File: config.mk
export PLATFORM = sky130hd
export DESIGN_NAME = rv32_regfile_alu_unit
export DESIGN_NICKNAME = d
export VERILOG_FILES = /design/src/rtl/rv32_regfile_alu_unit.sv
export SDC_FILE = /design/constraint.sdc
export NUM_CORES = 2
export LEC_CHECK = 0
export ABC_AREA = 0
export BUFFER_PORTS_ARGS = -buffer_cell sky130_fd_sc_hd__buf_2
export CORE_MARGIN = 4
export CORE_UTILIZATION = 45
export DETAILED_ROUTE_END_ITERATION = 16
export SKIP_LAST_GASP = 1
export SLEW_MARGIN = 20
export SYNTH_ARGS = -nofsm -noshare
export SYNTH_HDL_FRONTEND = slang
export SYNTH_SLANG_ARGS = --single-unit
File: constraint.sdc
create_clock -name clk -period 4 [get_ports clk]
set_input_delay 0 -clock clk [delete_from_list [all_inputs] [get_ports clk]]
set_output_delay 0 -clock clk [all_outputs]
set_load 0.03 [all_outputs]
File: src/rtl/rv32_regfile_alu_unit.sv
// Execution-stage datapath slice: 32x32 register file, 32-bit ALU, funct3 one-hot decoder.
// Latency: reads, ALU and decoder are combinational; register writes land on the rising clk edge.
// Backpressure: none; every input is consumed each cycle and outputs are always valid.
//
// Ports:
//   clk, reset                     clock and synchronous active-high reset (clears registers only)
//   rf_wen, rf_waddr, rf_wdata     synchronous write port (writes to x0 are dropped)
//   rf_raddr1/rf_rdata1            combinational read port 1 (rs1)
//   rf_raddr2/rf_rdata2            combinational read port 2 (rs2)
//   alu_src1, alu_src2, alu_op     ALU operands and operation select
//   alu_result                     combinational ALU result
//   dec_in, dec_out                funct3 in, one-hot decode out

module rv32_regfile_alu_unit #(
  parameter int DATA_W = 32,
  parameter int ADDR_W = 5
) (
  input  logic              clk,
  input  logic              reset,
  input  logic              rf_wen,
  input  logic [ADDR_W-1:0] rf_waddr,
  input  logic [DATA_W-1:0] rf_wdata,
  input  logic [ADDR_W-1:0] rf_raddr1,
  output logic [DATA_W-1:0] rf_rdata1,
  input  logic [ADDR_W-1:0] rf_raddr2,
  output logic [DATA_W-1:0] rf_rdata2,
  input  logic [DATA_W-1:0] alu_src1,
  input  logic [DATA_W-1:0] alu_src2,
  input  logic [3:0]        alu_op,
  output logic [DATA_W-1:0] alu_result,
  input  logic [2:0]        dec_in,
  output logic [7:0]        dec_out
);

  localparam int NREG = 2 ** ADDR_W;

  // ALU operation encodings
  localparam logic [3:0] OP_ADD   = 4'b0000;
  localparam logic [3:0] OP_SUB   = 4'b0001;
  localparam logic [3:0] OP_AND   = 4'b0010;
  localparam logic [3:0] OP_OR    = 4'b0011;
  localparam logic [3:0] OP_XOR   = 4'b0100;
  localparam logic [3:0] OP_SLL   = 4'b0101;
  localparam logic [3:0] OP_SRL   = 4'b0110;
  localparam logic [3:0] OP_SRA   = 4'b0111;
  localparam logic [3:0] OP_SLT   = 4'b1000;
  localparam logic [3:0] OP_SLTU  = 4'b1001;
  localparam logic [3:0] OP_PASSB = 4'b1010;

  // ---------------------------------------------------------------
  // Register file
  // ---------------------------------------------------------------
  logic [DATA_W-1:0] regs [NREG];

  // Reset wins over a write in the same cycle. x0 is never written, so it
  // stays at its reset value; the read mux below forces 0 regardless.
  always_ff @(posedge clk) begin
    if (reset) begin
      for (int i = 0; i < NREG; i++) begin
        regs[i] <= '0;
      end
    end else if (rf_wen && (rf_waddr != '0)) begin
      regs[rf_waddr] <= rf_wdata;
    end
  end

  // No write-to-read bypass: a read of the register being written returns
  // the pre-edge contents.
  assign rf_rdata1 = (rf_raddr1 == '0) ? '0 : regs[rf_raddr1];
  assign rf_rdata2 = (rf_raddr2 == '0) ? '0 : regs[rf_raddr2];

  // ---------------------------------------------------------------
  // ALU
  // ---------------------------------------------------------------
  logic [4:0] shamt;
  logic       lt_signed;
  logic       lt_unsigned;

  // Only the low five bits of B form the shift amount.
  assign shamt       = alu_src2[4:0];
  assign lt_signed   = $signed(alu_src1) < $signed(alu_src2);
  assign lt_unsigned = alu_src1 < alu_src2;

  always_comb begin
    alu_result = '0;
    case (alu_op)
      OP_ADD:   alu_result = alu_src1 + alu_src2;
      OP_SUB:   alu_result = alu_src1 - alu_src2;
      OP_AND:   alu_result = alu_src1 & alu_src2;
      OP_OR:    alu_result = alu_src1 | alu_src2;
      OP_XOR:   alu_result = alu_src1 ^ alu_src2;
      OP_SLL:   alu_result = alu_src1 << shamt;
      OP_SRL:   alu_result = alu_src1 >> shamt;
      OP_SRA:   alu_result = $unsigned($signed(alu_src1) >>> shamt);
      OP_SLT:   alu_result = {{(DATA_W-1){1'b0}}, lt_signed};
      OP_SLTU:  alu_result = {{(DATA_W-1){1'b0}}, lt_unsigned};
      OP_PASSB: alu_result = alu_src2;
      default:  alu_result = '0;
    endcase
  end

  // ---------------------------------------------------------------
  // funct3 one-hot decoder
  // ---------------------------------------------------------------
  assign dec_out = 8'b0000_0001 << dec_in;

endmodule

Yosys cells after proc, flatten, opt, wreduce, memory -nomap -nowiden:

Memory sizes are Yosys's and may differ from the RTL's.
Index checks and enable logic that the tools add are counted.

* shift operators: 4
* add/sub/neg operators: 2
* order comparisons: 2
* mux-type cells: 11
* eq/ne operators: 10
* reductions and logical operators: 6
* bitwise operators: 3

Operator list (number)
* one-hot mux 32 bit (11 select lines): 1
* 2-to-1 mux 32 bit: 3
* less-than comparator 32 bit: 2
* adder 32 bit: 1
* AND 32 bit: 1
* OR 32 bit: 1
* OR reduction 32 bit: 1
* left shift 32 x 5 -> 32 bit: 1
* >> shifter 32 x 5 -> 32 bit: 1
* >>> shifter 32 x 5 -> 32 bit: 1
* subtractor 32 bit: 1
* XOR 32 bit: 1
* == test 4 x 3 -> 1 bit, second input constant: 4
* == test 4 bit, second input constant: 3
* zero test 5 bit: 2
* == test 4 x 2 -> 1 bit, second input constant: 2
* left shift 1 x 3 -> 8 bit, first input constant: 1
* 2-to-1 mux 1 bit: 6
* 2-to-1 mux 5 bit: 1
* nonzero test 5 bit: 1
* == test 4 x 1 -> 1 bit, second input constant: 1
* zero test 4 bit: 1
* logical AND 1 bit: 1

* RAM bits: 1024
* register bits after elaboration: 0
* memories: 1
* logic and storage cells: 39
* output and inout bits: 104
* input port bits: 121

Memories
* regs: depth 32, width 32, rd ports 2, clocked after memory_dff 0, wr ports 32, line 53 `logic [DATA_W-1:0] regs [NREG];`

Logic depth before layout (Yosys ltp):

* depth after elaboration: 7
* gate-level depth with buffers: 15
* gate-level depth less buffers: 12

Worst setup path after synthesis:

No wires, ideal clock.

* path kind: input -> output
* from: in alu_src2[2]
* to: out alu_result[26]
* slack: 0.125 ns
* path buffers: 4
* arrival: 3.875 ns
* required time: 4.000 ns
* stages: 15
* path through: buf_2 -> clkinv_1 -> buf_2 -> buf_1 -> buf_1 -> ha_1 -> and2b_1 -> o2111ai_1 -> a311oi_2 -> o211ai_2 -> o311ai_4 -> a31oi_2 -> o21ai_0 -> o211a_1 -> o21ai_0

* longest elaborated chain between the ends: 2
* elaborated cells on any way between the ends: 6
* those cells by class: add/sub: 2; shift: 3; mux: 1

RTL lines
* start: declaration: line 28 `input logic [DATA_W-1:0] alu_src2,`
* subtractor 32 bit (tied with other cells): line 88 `OP_SUB: alu_result = alu_src1 - alu_src2;`
* one-hot mux 32 bit (11 select lines) (*): line 86 `case (alu_op)`
* end: declaration: line 30 `output logic [DATA_W-1:0] alu_result,`

Every way passes the cells marked *; elsewhere a longest branch is shown, timed or not.

Final worst setup path:

* from: in alu_src2[0]
* to: out alu_result[22]

The elaborated chain is that of the path after synthesis.

==> results.txt <==
The layout has ~12000 filler cells. The max-slew headroom at the worst pin came out at 24.45%. The count of final setup violators is 0. In this run the deepest clock path goes through 3 buffers.

Once the clock tree was built, the setup fixing pass inserted 0 buffers. The run finished with clean final reports. The area growth from synthesis to layout is 12.49%. The first global-routing pass estimated between 300 and 400 mm of wire.

The final number of hold-violating endpoints came to 0. The hold-critical path depth came out at 2. The placer congestion estimate is 1.005. The critical path required time is 4.00 ns. The final number of max-transition violations is 0. In this design, the stage delay of the slowest critical-path cell is 0.53 ns.

The core box area is 139500 um2. Before antenna repair, the detailed router went through 8 iterations. The final sum of negative setup slack came out at 0 ns. The initial antenna violation count came out at 31. The clock drives 1024 sinks. The instance area after placement came out at between 60000 and 70000 um2. The final period utilization came out at a little over nine tenths. STA classifies the critical path startpoint as an input pin.

The worst setup path is captured at an output port. The number of rows created at floorplan came out at around 140. A synthesized cell averages 13.85 um2.

The cell at the root of the clock tree is sky130_fd_sc_hd__clkbuf_16. The Yosys warning count came out at 0. The post-route worst hold slack is 0.1856 ns. regs holds more flip-flops than any other register.

Among all flip-flop cells after synthesis, the most frequent one is sky130_fd_sc_hd__edfxtp_1. After synthesis the cells add up to 63220 um2. The transition time at the pin with the least slew margin is 1.133 ns. Summed over all instances, the cell type with the most area after synthesis is sky130_fd_sc_hd__edfxtp_1. The I/O pin count is between 200 and 250. The final instance area is 71120 um2. The number of DRC violations after detailed-routing iteration 0 came out at 7093. The residual DRC count came out at 0. The highest fanout seen on the critical path came out at 35. Synthesis instantiated 94 different standard cells from the library. The power density relative to cell area is 392.7 nW/um2. Clock-pin slew was measured on the worst setup and hold paths at 0.06 ns. The chip width came out at 382.8 um. The routed length per placed instance came out at 34.42 um. The async set-reset flop share out of synthesis is 0%. The floorplan die height came out at 382.8 um.

The share of the Yosys chip area taken by registers is 48.64%. The worst hold path begins at reset. The H-tree was split into 3 levels.

The final layout contains 4920 nets. The largest net degree at the start of global routing is around 110. The TritonCTS clock tree is yes. The reported leakage power came out at 25.21 nW. The count of buffers from port buffering came out at 224. Counting the buffers created by CTS gives about 110. The number of max-cap violations is 0. The endpoint with the worst hold slack is regs[0][9]. In the final layout, the share of cells above drive strength 1 is 28.63%.

The overall routed net length is 229.7 mm. The peak supply drop is 0.0003795 V. Based on the critical path, the design can be clocked at up to between 200 and 300 MHz. The count of vias placed by the detailed router is 43860. Among the stages of the critical path, the cell type that occurs most often is sky130_fd_sc_hd__buf_4.

The setup slack of the critical path after layout is ~0.21 ns. The total half-perimeter wirelength after legalization and detailed placement is 143.2 mm. At the worst endpoint, the arrival time is 3.79 ns.

Once the floorplan was initialized, standard cells occupied between 40% and 50% of the core. After synthesis, the cell types taking the most area are sky130_fd_sc_hd__edfxtp_1 49%, sky130_fd_sc_hd__mux4_2 25%, sky130_fd_sc_hd__and2_1 9.8%, sky130_fd_sc_hd__clkbuf_1 2.1%, sky130_fd_sc_hd__ha_1 2.0%. The standard cell with the maximum stage delay on the critical path is sky130_fd_sc_hd__a31oi_1.

The start-to-end type of the worst setup path is input pin to output port. The global-route congestion overflow total is 0. Traced cell by cell, the critical path runs through buf_4 -> buf_4 -> ha_1 -> fa_1 -> o21bai_1 -> nand2_1 -> a31oi_1 -> o21ai_0 -> a211oi_1 -> a21o_1 -> o22ai_1 -> mux2i_1 -> nand3_1 -> buf_2.

The number of register bits inferred by synthesis is approximately 1000. Setup repair after global routing left no endpoint under its margin. The flip-flop count of the largest register after layout is slightly above 1000.

The die area is 146600 um2. The via count normalized by instance count came out at 6.572. In the synthesized netlist, the number of instances is 4565. The combined global-route utilization of all metal layers came out at 30.96%. In this run, synthesis inferred 1024 flip-flops with an integrated enable. By count the netlist is led by 1024 x sky130_fd_sc_hd__edfxtp_1, 995 x sky130_fd_sc_hd__and2_1, 688 x sky130_fd_sc_hd__mux4_2.

The number of nets still failing antenna checks after routing came out at 0. The via count of the first global-routing pass is 43100. The minimum setup slack after placement came out at 0.4444 ns. The path class of the tightest hold or removal check is input pin to register.

The time the worst path needs with I/O delays and setup came out at around 3.8 ns. The most common cell in the synthesized netlist is sky130_fd_sc_hd__edfxtp_1. The proportion of netlist area held by the largest area contributor is 48.64%. In the final layout, the registers with the most flip-flops are regs: 1024 flops.
[critical path, delay by kind of cell]
kind	cells	cell delay (ns)
AO/OA/AOI/OAI	6	1.79
adder cells (fa/ha/maj)	2	0.73
buffers and inverters	3	0.61
multiplexers	1	0.37
AND/OR/NAND/NOR	2	0.27
[through the flow]
step / cells / power (mW) / utilization [%]
2_1_floorplan: 4596 / 15.99 / -
3_3_place_gp: 6429 / 17.85 / 48.18
3_5_place_dp: 6429 / 17.91 / 48.18
4_1_cts: 6656 / 27.98 / 50.92
5_1_grt: 6665 / 28.78 / 50.96
6_report: 6673 / 27.93 / 50.97
[routing by layer]
| layer | part of all wire [%] | global-route usage [%] |
|---|---|---|
| met1 | 39 | 43.87 |
| met2 | 45 | 47.09 |
| met3 | 12 | 8.367 |
| met5 | 0.0057 | 0 |
| met4 | 3.3 | 9.232 |
[where the power goes]
| part | internal [mW] | switching (mW) | leakage (nW) |
|---|---|---|---|
| Combinational | 2.05 | 3.10 | 13.8 |
| Sequential | 12.4 | 0.277 | 9.75 |
| Clock | 5.73 | 4.39 | 1.70 |
[how the worst max path moves through the flow]
stage	startpoint	to	cells after the start	slack [ns]
after floorplan	alu_src2[2]	alu_result[26]	15	0.12
after global placement	alu_src1[0]	alu_result[30]	14	0.46
after detailed placement	alu_src2[0]	alu_result[22]	14	0.44
after CTS	alu_src2[0]	alu_result[22]	14	0.42
after global routing	alu_src2[0]	alu_result[22]	14	0.09
final	alu_src2[0]	alu_result[22]	14	0.21
[cell families after synthesis]
| logic type | synth area share (%) |
|---|---|
| AO/OA/AOI/OAI | 5.205 |
| XOR/XNOR | 0.08312 |
| adder cells (fa/ha/maj) | 2.062 |
| buffers and inverters | 3.430 |
| flip-flops | 48.64 |
| multiplexers | 26.41 |
| other | 0.005931 |
| AND/OR/NAND/NOR | 14.17 |
[layout make-up]
cell class	count	area [um2]	share of cell area [%]
sequential	1024	30750	43.24
multi-input combinational	3013	30680	43.14
timing repair buffer	446	3418	4.806
clock buffer	124	2805	3.944
tap	1876	2347	3.300
clock inverter	71	693.2	0.9746
inverter	103	386.6	0.5436
antenna	16	40.04	0.05630
[cell usage in the layout, fill, tap and decap left out, types with 14 or more instances in the layout]
| cell | synthesis | final |
|---|---|---|
| sky130_fd_sc_hd__nor2_1 | 240 | 210 |
| sky130_fd_sc_hd__nand2_1 | 120 | 120 |
| sky130_fd_sc_hd__and2_1 | 995 | 995 |
| sky130_fd_sc_hd__a22oi_1 | 24 | 24 |
| sky130_fd_sc_hd__nor3_1 | 36 | 35 |
| sky130_fd_sc_hd__nor2_4 | 0 | 30 |
| sky130_fd_sc_hd__o22ai_1 | 19 | 19 |
| sky130_fd_sc_hd__nor4_1 | 14 | 14 |
| sky130_fd_sc_hd__buf_12 | 0 | 37 |
| sky130_fd_sc_hd__a211oi_1 | 25 | 25 |
| sky130_fd_sc_hd__buf_4 | 3 | 158 |
| sky130_fd_sc_hd__nor2b_1 | 14 | 14 |
| sky130_fd_sc_hd__clkinv_1 | 2 | 27 |
| sky130_fd_sc_hd__o21ai_0 | 117 | 117 |
| sky130_fd_sc_hd__a21o_1 | 21 | 21 |
| sky130_fd_sc_hd__clkbuf_16 | 0 | 110 |
| sky130_fd_sc_hd__o211ai_1 | 15 | 15 |
| sky130_fd_sc_hd__a221oi_1 | 20 | 20 |
| sky130_fd_sc_hd__ha_1 | 101 | 101 |
| sky130_fd_sc_hd__nand3_1 | 44 | 44 |
| sky130_fd_sc_hd__clkinv_2 | 0 | 22 |
| sky130_fd_sc_hd__diode_2 | 0 | 16 |
| sky130_fd_sc_hd__conb_1 | 1 | 32 |
| sky130_fd_sc_hd__mux2_2 | 18 | 18 |
| sky130_fd_sc_hd__edfxtp_1 | 1024 | 1024 |
| sky130_fd_sc_hd__mux4_2 | 688 | 688 |
| sky130_fd_sc_hd__a21oi_1 | 114 | 114 |
| sky130_fd_sc_hd__dlygate4sd3_1 | 0 | 32 |
| sky130_fd_sc_hd__buf_2 | 19 | 212 |
| sky130_fd_sc_hd__clkbuf_1 | 348 | 14 |
| sky130_fd_sc_hd__or2_2 | 36 | 36 |
| sky130_fd_sc_hd__mux2i_1 | 100 | 100 |
| sky130_fd_sc_hd__inv_1 | 100 | 100 |
[timing repair]
action                    in CTS  in global routing
hold buffers                  32                  0
gates resized for setup        0                  0
hold endpoints to repair     992                  0
No activity file was read; power rests on OpenSTA's default activity.
